File: src/rtl/bp_cce_mode_sequencer_pkg.sv
// Shared types for the CCE mode sequencer slice: mode enum, config bus,
// and the LCE command header used for sync broadcasts.
package bp_cce_mode_sequencer_pkg;

    localparam int num_lce_gp      = 4;
    localparam int lce_id_width_gp = 4;
    localparam int cce_id_width_gp = 4;
    localparam int paddr_width_gp  = 40;
    localparam int dword_width_gp  = 64;

    typedef enum logic {
        e_cce_mode_uncached = 1'b0,
        e_cce_mode_normal   = 1'b1
    } bp_cce_mode_e;

    typedef enum logic [3:0] {
        e_bedrock_cmd_sync      = 4'b0000,
        e_bedrock_cmd_set_clear = 4'b0001,
        e_bedrock_cmd_inv       = 4'b0010,
        e_bedrock_cmd_st        = 4'b0011,
        e_bedrock_cmd_data      = 4'b0100
    } bp_bedrock_cmd_type_e;

    typedef struct packed {
        logic                       freeze;
        logic [cce_id_width_gp-1:0] core_id;
        logic [cce_id_width_gp-1:0] cce_id;
        bp_cce_mode_e               cce_mode;
    } bp_cfg_bus_s;

    typedef struct packed {
        bp_bedrock_cmd_type_e cmd;
    } bp_bedrock_msg_type_s;

    typedef struct packed {
        logic [lce_id_width_gp-1:0] dst_id;
        logic [cce_id_width_gp-1:0] src_id;
        logic [2:0]                 way_id;
        logic [2:0]                 state;
    } bp_bedrock_lce_cmd_payload_s;

    typedef struct packed {
        bp_bedrock_lce_cmd_payload_s payload;
        logic [2:0]                  size;
        logic [paddr_width_gp-1:0]   addr;
        logic [3:0]                  subop;
        bp_bedrock_msg_type_s        msg_type;
    } bp_bedrock_lce_cmd_header_s;

    localparam int cfg_bus_width_gp            = $bits(bp_cfg_bus_s);
    localparam int lce_cmd_msg_header_width_gp = $bits(bp_bedrock_lce_cmd_header_s);

endpackage

File: src/rtl/bp_cce_mode_sequencer_sync_tracker.sv
// Per-LCE pending-sync bitmap plus outstanding counter; flags acks that
// match no pending sync.
module bp_cce_sync_tracker
    import bp_cce_mode_sequencer_pkg::*;
#(
    parameter int num_lce_p         = num_lce_gp,
    parameter int max_outstanding_p = num_lce_p,
    parameter int id_width_p        = lce_id_width_gp,
    localparam int lg_num_lce_lp    = (num_lce_p > 1) ? $clog2(num_lce_p) : 1,
    localparam int cnt_width_lp     = $clog2(max_outstanding_p + 1)
) (
    input  logic                     clk_i,
    input  logic                     reset_i,
    input  logic                     set_v_i,
    input  logic [lg_num_lce_lp-1:0] set_id_i,
    input  logic                     ack_v_i,
    input  logic [id_width_p-1:0]    ack_id_i,
    output logic                     all_clear_o,
    output logic                     window_full_o,
    output logic                     unexpected_o
);

    logic [num_lce_p-1:0]    pending_r;
    logic [cnt_width_lp-1:0] count_r;
    logic [lg_num_lce_lp-1:0] ack_idx;
    logic                    ack_in_range;
    logic                    ack_hit;

    assign ack_idx      = ack_id_i[lg_num_lce_lp-1:0];
    assign ack_in_range = (int'(ack_id_i) < num_lce_p);
    assign ack_hit      = ack_v_i & ack_in_range & pending_r[ack_idx];
    assign unexpected_o = ack_v_i & ~ack_hit;

    always_ff @(posedge clk_i) begin
        if (reset_i) begin
            pending_r <= '0;
            count_r   <= '0;
        end else begin
            // The acked id never equals the id being sent, so both updates may land together
            if (set_v_i) pending_r[set_id_i] <= 1'b1;
            if (ack_hit) pending_r[ack_idx]  <= 1'b0;
            count_r <= count_r + cnt_width_lp'(set_v_i) - cnt_width_lp'(ack_hit);
        end
    end

    assign all_clear_o   = ~|pending_r;
    assign window_full_o = (count_r >= cnt_width_lp'(max_outstanding_p));

endmodule

File: src/rtl/bp_cce_mode_sequencer.sv
// Global CCE mode controller: drains the pipes on a mode request, broadcasts
// syncs to every LCE on uncached->normal, and commits once all acks return.
module bp_cce_mode_sequencer
    import bp_cce_mode_sequencer_pkg::*;
#(
    parameter int num_lce_p         = num_lce_gp,
    parameter int max_outstanding_p = num_lce_p,
    parameter int lce_data_width_p  = dword_width_gp,
    localparam int lce_id_width_p   = lce_id_width_gp,
    localparam int cce_id_width_p   = cce_id_width_gp,
    localparam int lg_num_lce_lp    = (num_lce_p > 1) ? $clog2(num_lce_p) : 1
) (
    input  logic                                   clk_i,
    input  logic                                   reset_i,
    input  logic [cfg_bus_width_gp-1:0]            cfg_bus_i,
    output logic [lce_cmd_msg_header_width_gp-1:0] lce_cmd_header_o,
    output logic                                   lce_cmd_header_v_o,
    input  logic                                   lce_cmd_header_ready_and_i,
    output logic                                   lce_cmd_has_data_o,
    output logic [lce_data_width_p-1:0]            lce_cmd_data_o,
    output logic                                   lce_cmd_data_v_o,
    output logic                                   lce_cmd_last_o,
    input  logic                                   lce_cmd_data_ready_and_i,
    input  logic                                   sync_ack_v_i,
    input  logic [lce_id_width_p-1:0]              sync_ack_lce_id_i,
    output logic                                   cce_mode_o,
    output logic [cce_id_width_p-1:0]              cce_id_o,
    output logic                                   drain_then_stall_o,
    output logic                                   busy_o,
    output logic                                   sync_err_o,
    input  logic                                   req_empty_i,
    input  logic                                   uc_pipe_empty_i,
    input  logic                                   coh_pipe_empty_i,
    input  logic                                   mem_credits_full_i
);

    typedef enum logic [1:0] {
        e_ready,
        e_drain,
        e_send_sync,
        e_wait_ack
    } state_e;

    state_e                     state_r, state_n;
    bp_cce_mode_e               mode_r, target_r;
    logic [lg_num_lce_lp-1:0]   dst_r, dst_n;
    logic                       drain_r, err_r;
    logic                       mode_en, target_en, drain_set, drain_clear;
    logic                       drain_complete, send_hs;
    logic                       all_clear, window_full, unexpected;
    bp_cfg_bus_s                cfg_bus;
    bp_bedrock_lce_cmd_header_s header;

    assign cfg_bus        = cfg_bus_i;
    assign drain_complete = drain_r & req_empty_i & uc_pipe_empty_i
                          & coh_pipe_empty_i & mem_credits_full_i;
    assign send_hs        = lce_cmd_header_v_o & lce_cmd_header_ready_and_i;

    bp_cce_sync_tracker #(
        .num_lce_p         (num_lce_p),
        .max_outstanding_p (max_outstanding_p),
        .id_width_p        (lce_id_width_p)
    ) tracker (
        .clk_i         (clk_i),
        .reset_i       (reset_i),
        .set_v_i       (send_hs),
        .set_id_i      (dst_r),
        .ack_v_i       (sync_ack_v_i),
        .ack_id_i      (sync_ack_lce_id_i),
        .all_clear_o   (all_clear),
        .window_full_o (window_full),
        .unexpected_o  (unexpected)
    );

    always_comb begin
        state_n            = state_r;
        dst_n              = dst_r;
        mode_en            = 1'b0;
        target_en          = 1'b0;
        drain_set          = 1'b0;
        drain_clear        = 1'b0;
        lce_cmd_header_v_o = 1'b0;
        case (state_r)
            e_ready: begin
                if (cfg_bus.cce_mode != mode_r) begin
                    target_en = 1'b1;
                    drain_set = 1'b1;
                    state_n   = e_drain;
                end
            end
            e_drain: begin
                if (drain_complete) begin
                    if (target_r == e_cce_mode_uncached) begin
                        mode_en     = 1'b1;
                        drain_clear = 1'b1;
                        state_n     = e_ready;
                    end else begin
                        dst_n   = '0;
                        state_n = e_send_sync;
                    end
                end
            end
            e_send_sync: begin
                lce_cmd_header_v_o = ~window_full;
                if (send_hs) begin
                    dst_n = dst_r + lg_num_lce_lp'(1);
                    if (dst_r == lg_num_lce_lp'(num_lce_p - 1)) state_n = e_wait_ack;
                end
            end
            e_wait_ack: begin
                if (all_clear & ~sync_ack_v_i) begin
                    mode_en     = 1'b1;
                    drain_clear = 1'b1;
                    state_n     = e_ready;
                end
            end
            default: state_n = e_ready;
        endcase
    end

    always_ff @(posedge clk_i) begin
        if (reset_i) begin
            state_r  <= e_ready;
            dst_r    <= '0;
            mode_r   <= e_cce_mode_uncached;
            target_r <= e_cce_mode_uncached;
            drain_r  <= 1'b0;
            err_r    <= 1'b0;
        end else begin
            state_r <= state_n;
            dst_r   <= dst_n;
            if (mode_en)   mode_r   <= target_r;
            if (target_en) target_r <= cfg_bus.cce_mode;
            if (drain_set)        drain_r <= 1'b1;
            else if (drain_clear) drain_r <= 1'b0;
            if (unexpected) err_r <= 1'b1;
        end
    end

    // Header depends only on dst_r and static config, so it holds steady under backpressure
    always_comb begin
        header                = '0;
        header.msg_type.cmd   = e_bedrock_cmd_sync;
        header.payload.dst_id = lce_id_width_p'(dst_r);
        header.payload.src_id = cfg_bus.cce_id;
    end

    assign lce_cmd_header_o   = header;
    assign lce_cmd_has_data_o = 1'b0;
    assign lce_cmd_data_v_o   = 1'b0;
    assign lce_cmd_data_o     = '0;
    assign lce_cmd_last_o     = 1'b0;
    assign cce_mode_o         = mode_r;
    assign cce_id_o           = cfg_bus.cce_id;
    assign drain_then_stall_o = drain_r;
    assign busy_o             = (state_r != e_ready);
    assign sync_err_o         = err_r;

    logic unused;
    assign unused = &{lce_cmd_data_ready_and_i, cfg_bus.freeze, cfg_bus.core_id};

endmodule

File: config.mk
export PLATFORM = sky130hd
export DESIGN_NAME = bp_cce_mode_sequencer
export DESIGN_NICKNAME = d
export VERILOG_FILES = /design/src/rtl/bp_cce_mode_sequencer_pkg.sv /design/src/rtl/bp_cce_mode_sequencer_sync_tracker.sv /design/src/rtl/bp_cce_mode_sequencer.sv
export SDC_FILE = /design/constraint.sdc
export NUM_CORES = 1
export LEC_CHECK = 0
export ABC_AREA = 1
export CORE_AREA = 2 2 81 83
export DETAILED_ROUTE_END_ITERATION = 8
export DIE_AREA = 0 0 83 85
export PLACE_DENSITY = 0.79
export RECOVER_POWER = 50
export REMOVE_ABC_BUFFERS = 1
export SKIP_LAST_GASP = 1
export SLEW_MARGIN = 10
export SYNTH_ARGS = -nofsm -noshare
export SYNTH_HDL_FRONTEND = slang
export SYNTH_SLANG_ARGS = --single-unit
File: constraint.sdc
create_clock -name clk_i -period 2.51 [get_ports clk_i]
set_input_delay 0.502 -clock clk_i [delete_from_list [all_inputs] [get_ports clk_i]]
set_output_delay 0.502 -clock clk_i [all_outputs]
set_load 0.1 [all_outputs]
; After elaboration in Yosys (flattened, before gate mapping)
; Index checks and enable logic that the tools add are counted.
[op_classes]
bitwise_logic = 15
n_mux = 29
n_reduce_logical = 10
magnitude_cmp = 6
addsub = 3
eq_ne = 11
[ops]
columns = cell, n
row1 = two-way mux 2 bit, 9
row2 = two-way mux 4 bit, 3
row3 = two-way mux 1 bit, 11
row4 = != test 2 bit (second input constant), 5
row5 = AND 1 bit, 9
row6 = one-hot mux 2 bit (4 select lines), 1
row7 = == test 2 bit (second input constant), 3
row8 = less-than comparator 2 x 3 -> 1 bit (second input constant), 2
row9 = nonzero test 2 bit, 3
row10 = AND reduction 5 bit, 1
row11 = AND 4 bit, 1
row12 = demux 1 bit (select 2 bit), 2
row13 = >= comparator 2 x 1 -> 1 bit (second input constant), 2
row14 = less-than comparator 4 x 3 -> 1 bit (second input constant), 1
row15 = NOT 4 bit, 1
row16 = OR 4 bit, 1
row17 = one-hot mux 2 bit (2 select lines), 1
row18 = AND reduction 4 bit, 1
row19 = OR reduction 4 bit, 1
row20 = adder 3 x 1 -> 3 bit, 1
row21 = >= comparator 3 bit (second input constant), 1
row22 = NOT 1 bit, 3
row23 = subtractor 3 x 1 -> 3 bit, 1
row24 = adder 2 x 1 -> 2 bit (second input constant), 1
row25 = 8 further kinds, 9
[word_totals]
register_bits = 15
input_bits = 23

; Longest topological paths before layout
; Gate-level depths: netlist (run 1).
[depth]
depth_word = 9
depth_mapped = 11

; Hierarchy
; A second synthesis (run 1) with hierarchy kept.
[hier_totals]
hier_cells = 277
hier_area_um2 = 1928.1
[by_module_without_submodules]
columns = mod, cells_each, instances, seq_area_each_um2, area_per_inst_um2
row1 = bp_cce_mode_sequencer, 209, 1, 160.2, 1473.9
row2 = bp_cce_sync_tracker, 68, 1, 140.1, 454.2

; Worst setup path after synthesis (run 1)
; OpenSTA, ideal clock, no wires.
[synth_timing]
path_type = register -> register
start = register state_r[0]
end = register tracker.count_r[1]
setup_ns = 0.129
setup_slack_ns = 0.167
period_less_slack_ns = 2.343
t_arrival_ns = 2.214
t_required_ns = 2.381
stages_incl_launch_ff = 10
cell_sequence = dfxtp_1 inv_2 nand2_2 nor2_2 nand2_2 inv_2 ha_1 fa_1 inv_1 nor2_1
[synth_via]
elab_chain_len = 5
[synth_lines]
columns = element, line_no
row1 = "start, declared", bp_cce_mode_sequencer.sv:44  ; state_e state_r, state_n;
row2 = "start signal, assigned", bp_cce_mode_sequencer.sv:123  ; state_r <= e_ready;
row3 = "start signal, assigned", bp_cce_mode_sequencer.sv:130  ; state_r <= state_n;
row4 = == test 2 bit, bp_cce_mode_sequencer.sv:83  ; case (state_r)
row5 = two-way mux 1 bit, bp_cce_mode_sequencer.sv:83
row6 = net lce_cmd_header_v_o, bp_cce_mode_sequencer.sv:17  ; output logic lce_cmd_header_v_o,
row7 = AND 1 bit, bp_cce_mode_sequencer.sv:57  ; assign send_hs = lce_cmd_header_v_o & lce_cmd_header_ready_and_i;
row8 = adder 3 x 1 -> 3 bit, bp_cce_mode_sequencer_sync_tracker.sv:42  ; count_r <= count_r + cnt_width_lp'(set_v_i) - cnt_width_lp'(ack_hit);
row9 = subtractor 3 x 1 -> 3 bit, bp_cce_mode_sequencer_sync_tracker.sv:42
row10 = "end signal, assigned", bp_cce_mode_sequencer_sync_tracker.sv:42
row11 = "end, declared", bp_cce_mode_sequencer_sync_tracker.sv:24  ; logic [cnt_width_lp-1:0] count_r;
; The timed path passes the listed nets, and every way through them passes these cells.
; A chain may end at the register's enable or synchronous reset.

; Final worst setup path (run 1)
[layout_timing]
start = input port sync_ack_lce_id_i[1]
end = register tracker.count_r[2]
[layout_via]
elab_chain_len = 4
elab_cells_between_ends = 6
classes_between = 1 x add/sub / 1 x order compare / 2 x mux / 2 x bitwise
[layout_lines]
columns = element, line_no
row1 = "start, declared", bp_cce_mode_sequencer.sv:25  ; input logic [lce_id_width_p-1:0] sync_ack_lce_id_i,
row2 = less-than comparator 4 x 3 -> 1 bit or binary-select mux 1 bit (select 2 bit) (tied branches), "bp_cce_mode_sequencer_sync_tracker.sv:30, bp_cce_mode_sequencer_sync_tracker.sv:31"
row3 = AND 1 bit or two-way mux 1 bit (tied branches), bp_cce_mode_sequencer_sync_tracker.sv:31  ; assign ack_hit = ack_v_i & ack_in_range & pending_r[ack_idx];
row4 = AND 1 bit *, bp_cce_mode_sequencer_sync_tracker.sv:31
row5 = subtractor 3 x 1 -> 3 bit *, bp_cce_mode_sequencer_sync_tracker.sv:42
; Mark *: on every way between the ends. The rest lies on a longest branch, timed or not. The select of a mux whose other input is x is not followed.

==> metrics, run 1 <==
fillcell total 667; r2r startpoint tracker.pending_r[1]; Root Driver clkbuf_8; gr ovfl total 0; Max Cap Violations 0; overall global routing resource usage 6.50%; DRC Markers 0; leak pwr 0.976 nW; initial core utilization 30.6%; Rows 29; Tcrit/Tclk final 94.4%; run status finished, final reports clean; crit path DAT 2.55 ns; Sink Count 15; Buffers on Ports 19; routed wire length 2550 um; Worst-path clk slew 0.06 ns; WP data required 2.69 ns; area of the multi-input gates 936 um2; n_diodes 0; post-DP HPWL 2250 um; slew at the pin closest to its max-slew limit 1.21 ns; layout cell share with drive strength beyond 1 8.30%; die area 7060 um2; post-route total power 1.53 mW; Worst Slack Setup Final 0.141 ns; vias per cell 3.31; flip-flop and latch area 300 um2; max-slew violation count 0; startpoint class of the critical path input port; Max Clk Rate 0.422 GHz; HP Class reg -> reg; post-route minimum period 2.37 ns; die height 85 um; TritonCTS Buffers 3; synth top area cells buf_4 (53%), dfxtp_1 (16%), inv_1 (5.9%), ha_1 (3.9%), nand2_1 (3.9%); Pwr Density 901 nW/um2; maximum clock path buffer count 2; post-layout util 27.4%; worst setup path class in -> reg; Mapped Cells 270; worst hold start sync_err_o; Final Setup Violations 0; Syn-to-layout area delta -10.4%; Vias 1210; drt first pass iters 4; Setup Skew 0.00352 ns; RSZ-0062 raised after global routing false; worst vdd ir 0.285 mV; top-count cell post-synth buf_4; yosys warns 0; DR WL/cell 6.97 um; Post-synth EDFFs 0; Max H-tree Level 1; remaining antenna violation count 0; CP Max Fanout 6; sequential fraction of the synthesis area 15.8%; Final Hold Fails 0; final net count 320; postcts setup bufs 0; pin count of the biggest net entering global routing 12; initial DRC count 35; initial antenna violation count 0; Synth Area per Inst 7.04 um2; I/O Pins 164; Synth Register Bits 15; top post-synthesis cells by count buf_4 (134), inv_1 (30), nand2_1 (20); DP Worst Slack -0.416 ns; routability cong. 0.787; first-pass GRT wire length 3690 um; core box area 6200 um2; CP startpoint sync_ack_lce_id_i[1]; CP Capture Type flop; top-area cell type share of the netlist area 52.9%; post-synthesis cell area 1900 um2; worst relative slew slack 19.6%; area leader, netlist buf_4; cts hold-fix bufs 0; vias in the first global route 923; Synth cell types 19; Die Wd 83 um; asr flop ratio synth 0%; top_reg_cell synth dfxtp_1; CTS tree done; Clk Latency, worst-skew pair 0.25 ns
## timing repair
item / CTS / global route
setup endpoints to repair: 1 / 0
endpoints found under the hold margin: 0 / 0
resized for setup: 2 / 0
## worst max-delay path, cell delays in order
cell and delay [ns]:
dlygate4sd2_1 0.30, inv_1 0.08, nand3_1 0.08, nand4_1 0.10, nand4_1 0.12, inv_1 0.08
ha_1 0.27, inv_1 0.04, ha_1 0.19, fa_1 0.37, or2_2 0.31, a21oi_1 0.11
## through the flow
step,hold slack [ns],cells,instance area (um2),setup TNS [ns]
floorplan,0.446,260,1360,0
global placement,0.440,362,1670,-0.484
detailed placement,0.443,362,1670,-0.615
CTS,0.453,366,1720,0
global route,0.493,366,1700,0
finish,0.451,366,1700,0
## cells in the final DEF, fill, tap and decap left out, types with 2 or more instances in the layout
cell and instances:
a21oi_1 12, buf_4 8, clkbuf_1 4, clkbuf_8 3, clkdlybuf4s50_1 9, conb_1 126
dfxtp_1 15, dlygate4sd2_1 2, ha_1 6, inv_1 30, inv_2 3, nand2_1 20
nand2_2 3, nand3_1 11, nand4_1 3, nor2_1 18, nor2_2 3, o21ai_1 6
## layout make-up
type                       instances  area share [%]
multi-input combinational        212            55.0
clock buffer                       3            2.42
tap                               77            5.66
inverter                          33            7.27
sequential                        15            17.6
timing repair buffer              25            11.8
clock inverter                     1           0.294
## registers in the layout, indices dropped and copies added (netlist names), named ones only
name,count
drain_then_stall_o,1
cce_mode_o,1
state_r,1
target_r,1
tracker.pending_r,4
tracker.count_r,3
dst_r,2
sync_err_o,1
## per-layer routing
| layer | vias up | wire [um] | share of wire, % | track usage, % |
|---|---|---|---|---|
| met5 | - | 0 | 0 | 0 |
| met4 | 0 | 51 | 2.0 | 3.87 |
| met3 | 5 | 337 | 13 | 3.11 |
| met2 | 92 | 1230 | 48 | 11.0 |
| met1 | 518 | 937 | 37 | 6.53 |
| li1 | 595 | - | - | - |
## cell families after synthesis
| group | synth area share (%) |
|---|---|
| AOI/OAI and AO/OA | 5.20 |
| xor gates and xnor gates | 0.461 |
| adders and majority gates | 5.00 |
| buffers and inverters | 59.6 |
| DFF | 15.8 |
| other | 0.197 |
| and+or+nand+nor | 13.7 |
## where the power goes
part	switching, mW	leakage, nW	internal, mW	total [mW]
logic	0.991	0.828	0.0686	1.06
registers	0.0193	0.122	0.255	0.275
clock network	0.0893	0.0255	0.110	0.199
total	1.10	0.976	0.434	1.53
## final timing paths
kind	endpoint	slack, ns	cells after the start
worst max-delay path	tracker.count_r[2]	0.14	12
worst min-delay path	sync_err_o	0.45	2
worst max register to register	tracker.count_r[2]	0.42	10
worst min register to register	sync_err_o	0.45	2
Note: power is estimated with default switching activity, not from simulation.
==> run 2: changes to the inputs <==
==> constraint.sdc (replaced) <==
create_clock -name clk_i -period 2.51 [get_ports clk_i]
set_input_delay 0.502 -clock clk_i [delete_from_list [all_inputs] [get_ports clk_i]]
set_output_delay 0.502 -clock clk_i [all_outputs]
set_load 0.005 [all_outputs]
==> run 2 against run 1 <==
Clock skew down 0.0024 ns. Clock power down 2%. Flip-flop and latch count unchanged. Routed wire length up 4.8%. Die area unchanged. Non-clock buffer count unchanged. Critical endpoint unchanged. Largest cell class unchanged.
==> metrics, run 2 (same netlist as run 1, synthesis figures left out) <==
Pwr Density 387 nW/um2 (-57%); routed wire length 2670 um (+4.8%); Tcrit/Tclk final 94.8% (+0.43 points); Max Cap Violations 0 (unchanged); Max Clk Rate 0.420 GHz (-0.45%); cts hold-fix bufs 0 (unchanged); HP Class reg -> reg; overall global routing resource usage 6.55% (+0.050 points); startpoint class of the critical path input port; initial antenna violation count 0 (unchanged); DRC Markers 0 (unchanged); DR WL/cell 7.30 um (+4.8%); gr ovfl total 0 (unchanged); Setup Skew 0.00108 ns (-0.00244 ns); initial DRC count 46 (+31%); Psw 0.227 mW (-79%); RSZ-0062 raised after global routing false; maximum clock path buffer count 2 (unchanged); Max H-tree Level 1 (unchanged); Placed Instances 362 (unchanged); crit path DAT 2.56 ns (about the same); met2 WL post-DR 1300 um (+5.9%); Final Instance Area 1740 um2 (+1.9%); post-route minimum period 2.38 ns (+0.0108 ns); Syn-to-layout area delta -8.69%; Layout Cells excl Fill 366 (unchanged); Sink Count 15 (unchanged); worst vdd ir 0.158 mV (-44%); WP data required 2.69 ns (about the same); Internal 0.445 mW (+2.4%); wl on met1 1000 um (+7.0%); fillcell total 667 (unchanged); worst setup path class in -> reg; Final Setup Violations 0 (unchanged); n_diodes 0 (unchanged); final net count 320 (unchanged); post-DP HPWL 2280 um (+1.3%); leak pwr 0.978 nW (+0.22%); Rows 29 (unchanged); CTS tree done; Worst-path clk slew 0.06 ns (about the same); postcts setup bufs 0 (unchanged); routability cong. 0.796 (+1.2%); met3 wire length 334 um (-0.89%); pin count of the biggest net entering global routing 12 (unchanged); layout cell share with drive strength beyond 1 6.92% (-1.4 points); R2R Setup Slk 0.41 ns (about the same); max-slew violation count 0 (unchanged); most common cell after layout, fill and taps aside conb_1; Clk Latency, worst-skew pair 0.25 ns (about the same); remaining antenna violation count 0 (unchanged); Largest register FFs 4 (unchanged); vias in the first global route 898 (-2.7%); Placed Area 1690 um2 (+1.0%); initial core utilization 30.6% (unchanged); switch share 33.8% (-38 points); most frequent cells in the layout conb_1 (126), inv_1 (30), nand2_1 (20), nor2_1 (18), dfxtp_1 (15); Die Wd 83 um (unchanged); Final Hold Fails 0 (unchanged); highest metal used met4; combinational share of power 29.8% (-39 points); Root Driver clkbuf_8; die height 85 um (unchanged); first-pass GRT wire length 3750 um (+1.7%); vias per cell 3.27 (-1.2%); die area 7060 um2 (unchanged); Flop pwr share 41.1% (+23 points); Buffers on Ports 19 (unchanged); TritonCTS Buffers 3 (unchanged); Vias 1195 (-1.2%); Worst Slack Setup Final 0.130 ns (-0.0108 ns); DP Worst Slack -0.413 ns (+0.00341 ns); drt first pass iters 4 (unchanged); core box area 6200 um2 (unchanged); clock network fraction of total power 29.1% (+16 points); I/O Pins 164 (unchanged); CP Capture Type flop; CP Max Fanout 6 (unchanged); Biggest register tracker.pending_r; run status finished, final reports clean; Largest regs tracker.pending_r: 4 flops, tracker.count_r: 3 flops, dst_r: 2 flops
run 2: cell types whose count changed in the layout (fill, tap and decap cells not counted), sizes merged:
cell and delta:
buf -2, clkbuf -4, clkdlybuf4s15 +1, clkdlybuf4s50 +5, clkinv -1, dlygate4sd2 -1
dlygate4sd3 +2
run 2: final cells by class:
type	count	area (um2)	area share (%)
timing repair buffer	25	234	13.5
sequential	15	300	17.3
multi-input combinational	212	936	53.9
inverter	33	124	7.14
tap	77	96.3	5.55
clock buffer	4	45.0	2.60
run 2: path summary, 6_finish.rpt:
check | startpoint | endpoint | depth (start not counted)
worst max-delay path | sync_ack_lce_id_i[1] | tracker.count_r[2] | 12
worst min-delay path | sync_err_o | sync_err_o | 2
worst max register to register | tracker.pending_r[1] | tracker.count_r[2] | 10
worst min register to register | sync_err_o | sync_err_o | 2
run 2: per-layer routing:
layer  vias up  GRT usage, %
li1        592             -
met2        95          11.1
met1       504          6.97
met3         4          3.11
met5         -             0
met4         0          2.83
run 2: through the flow:
stage	utilization, %	total power, mW	TNS, ns	hold slack (ns)
after detailed placement	27.3	0.481	-0.627	0.454
after global routing	28.0	0.720	0	0.494
after floorplan	-	0.407	0	0.441
final	28.0	0.671	0	0.452
after global placement	27.3	0.477	-0.493	0.438
after CTS	27.9	0.678	0	0.463
run 2: power by group through the flow:
stage | Clock, mW | Sequential [mW] | Combinational (mW)
after global placement | 0 | 0.280 | 0.196
after detailed placement | 0 | 0.281 | 0.199
after floorplan | 0 | 0.277 | 0.130
after global routing | 0.211 | 0.279 | 0.230
after CTS | 0.203 | 0.276 | 0.199
final | 0.195 | 0.276 | 0.200
run 2: worst max-delay path, stage by stage:
cell	delay [ns]
dlygate4sd2_1	0.29
inv_1	0.08
nand3_1	0.07
nand4_1	0.09
nand4_1	0.12
inv_1	0.08
ha_1	0.27
inv_1	0.04
ha_1	0.21
fa_1	0.39
or2_2	0.30
a21oi_1	0.11
run 2: repair_timing:
item,in CTS,in global routing
endpoints found under the setup margin,1,1
resized for setup,2,1
gates cloned,0,0
==> run 3: changes to the inputs <==
--- a/config.mk
+++ b/config.mk
@@ -6,10 +6,10 @@
 export NUM_CORES = 1
 export LEC_CHECK = 0
 export ABC_AREA = 1
-export CORE_AREA = 2 2 81 83
+export CORE_AREA = 2 2 77 79
 export DETAILED_ROUTE_END_ITERATION = 8
-export DIE_AREA = 0 0 83 85
-export PLACE_DENSITY = 0.79
+export DIE_AREA = 0 0 79 81
+export PLACE_DENSITY = 0.86
 export RECOVER_POWER = 50
 export REMOVE_ABC_BUFFERS = 1
 export SKIP_LAST_GASP = 1
==> constraint.sdc (replaced) <==
create_clock -name clk_i -period 3 [get_ports clk_i]
set_input_delay 0.6 -clock clk_i [delete_from_list [all_inputs] [get_ports clk_i]]
set_output_delay 0.6 -clock clk_i [all_outputs]
set_load 0.005 [all_outputs]
==> run 3 against run 2 <==
Non-clock buffer count decreased by 5. Clock skew increased by 0.00077 ns. Cell count decreased by 1.9%. Register-to-register slack improved by 0.46 ns. Count of clock-buffer cells in the layout unchanged. Highest routed layer unchanged.
==> metrics, run 3 (same netlist as run 1, synthesis figures left out) <==
run status finished, final reports clean; Max H-tree Level 1 (unchanged); WP data required 3.17 ns (+0.48 ns); die height 81 um (-4.7%); Sink Count 15 (unchanged); Setup Skew 0.00185 ns (+0.000775 ns); CTS resizes 0 (-2); Worst-path clk slew 0.06 ns (about the same); worst vdd ir 0.156 mV (-1.3%); Final Setup Violations 0 (unchanged); cell repeated most along the worst path inv_1; Critical Path, Cell by Cell clkdlybuf4s50_1 -> inv_1 -> nand3_1 -> nand4_1 -> nand4_1 -> inv_1 -> ha_1 -> inv_1 -> ha_1 -> fa_1 -> or2_2 -> a21oi_1; R2R depth 10 (unchanged); crit path DAT 2.96 ns (+0.40 ns); die area 6400 um2 (-9.3%); overall global routing resource usage 7.89% (+1.3 points); post-route minimum period 2.78 ns; Placed Instances 355 (-1.9%); CP Capture Type flop; Largest register FFs 4 (unchanged); Min Hold Slack 0.448 ns (-0.00429 ns); initial antenna violation count 0 (unchanged); Die Wd 79 um (-4.8%); r2r startpoint tracker.pending_r[2]; Max Cap Violations 0 (unchanged); first-pass GRT wire length 4120 um (+9.8%); Pwr Density 330 nW/um2 (-15%); core box area 5680 um2 (-8.5%); Syn-to-layout area delta -10.7%; routability cong. 0.766 (-3.8%); Max Clk Rate 0.359 GHz; max-slew violation count 0 (unchanged); fillcell total 621 (-6.9%); most frequent cells in the layout conb_1 (126), inv_1 (30), nand2_1 (20), nor2_1 (18), clkdlybuf4s50_1 (16); R2R Setup Slk 0.87 ns (+0.46 ns); DRC Markers 0 (unchanged); maximum clock path buffer count 2 (unchanged); Final Hold Fails 0 (unchanged); routed wire length 2620 um (-1.9%); initial core utilization 33.5% (+2.9 points); RSZ-0062 raised after global routing false; vias in the first global route 975 (+8.6%); layout cell share with drive strength beyond 1 5.28% (-1.6 points); postcts setup bufs 0 (unchanged); remaining antenna violation count 0 (unchanged); vias per cell 3.40 (+4.3%); initial DRC count 36 (-22%); CP Max Fanout 6 (unchanged); gr ovfl total 0 (unchanged); Layout Cells excl Fill 359 (-1.9%); drt first pass iters 3 (-1); Rows 28 (-3.4%); pin count of the biggest net entering global routing 12 (unchanged); largest stage delay on the critical path 0.56 ns (+0.17 ns); DR WL/cell 7.30 um (about the same); CTS tree done; Tcrit/Tclk final 92.8%; Root Driver clkbuf_8; I/O Pins 164 (unchanged); HP Class reg -> reg; WP buf/inv 4 (unchanged); TritonCTS Buffers 3 (unchanged); post-DP HPWL 2230 um (-1.9%); post-layout util 29.9% (+1.9 points); final net count 315 (-1.6%); most common cell after layout, fill and taps aside conb_1; worst setup path class in -> reg; Buffers on Ports 19 (unchanged); hold path depth 2 (unchanged); leak pwr 0.951 nW (-2.8%); cts hold-fix bufs 0 (unchanged); Biggest register tracker.pending_r; cell family with most CP delay adder cells; capture point of the worst reg-to-reg path tracker.count_r[2]; Largest regs tracker.pending_r: 4 flops, tracker.count_r: 3 flops, dst_r: 2 flops; worst hold endpoint sync_err_o; n_diodes 0 (unchanged); setup TNS after final layout 0 ns (unchanged); highest-delay cell along the critical path clkdlybuf4s50_1; Vias 1222 (+2.3%); worst hold start sync_err_o; startpoint class of the critical path input port; post-route total power 0.560 mW (-17%); Clk Latency, worst-skew pair 0.24 ns (about the same)
-- run 3: changes by cell type in the layout (fill, tap and decap cells not counted) --
cell / delta
o21ai_1: +3
clkdlybuf4s15_1: -1
buf_4: -5
o21ai_0: -3
clkdlybuf4s50_1: +2
dlygate4sd2_1: -1
-- run 3: stage by stage --
stage | cell area (um2) | setup slack, ns
finish | 1700 | 0.216
global route | 1700 | 0.00528
CTS | 1700 | 0.223
detailed placement | 1650 | -0.0242
global placement | 1650 | 0.0433
floorplan | 1360 | 0.733
-- run 3: layer usage --
metal	global-route usage, %	up-vias	share of wire, %	wire (um)
li1	-	584	-	-
met4	2.07	0	1.1	30
met2	15.2	96	52	1360
met5	0	-	0	0
met1	7.71	537	32	843
met3	3.44	5	15	392
-- run 3: worst max path at each step --
stage	endpoint	cells past startpoint	startpoint	slack [ns]
finish	tracker.count_r[2]	12	sync_ack_lce_id_i[1]	0.22
global route	tracker.count_r[2]	12	sync_ack_lce_id_i[1]	0.005
CTS	tracker.count_r[2]	12	sync_ack_lce_id_i[0]	0.22
detailed placement	tracker.count_r[2]	12	sync_ack_lce_id_i[1]	-0.02
global placement	tracker.count_r[2]	12	sync_ack_lce_id_i[1]	0.04
floorplan	tracker.count_r[2]	11	sync_ack_lce_id_i[1]	0.73
-- run 3: power breakdown --
group          total [mW]  internal, mW  leakage (nW)  switching [mW]
Sequential          0.230         0.214         0.122          0.0164
Combinational       0.166        0.0620         0.806           0.104
Clock               0.163        0.0940        0.0228          0.0693
-- run 3: worst register-to-register path, delay by kind of cell (launching register included) --
kind	cells	cell delay (ns)
compound gates	1	0.11
flops	1	0.33
fa+ha+maj	3	0.86
buf+inv	2	0.14
simple gates	4	0.62
-- run 3: cell type report --
class	instances	area [um2]	area share (%)
clock buffer	4	45.0	2.65
sequential	15	300	17.7
tap	75	93.8	5.53
multi-input combinational	212	936	55.2
inverter	33	124	7.30
timing repair buffer	20	198	11.7
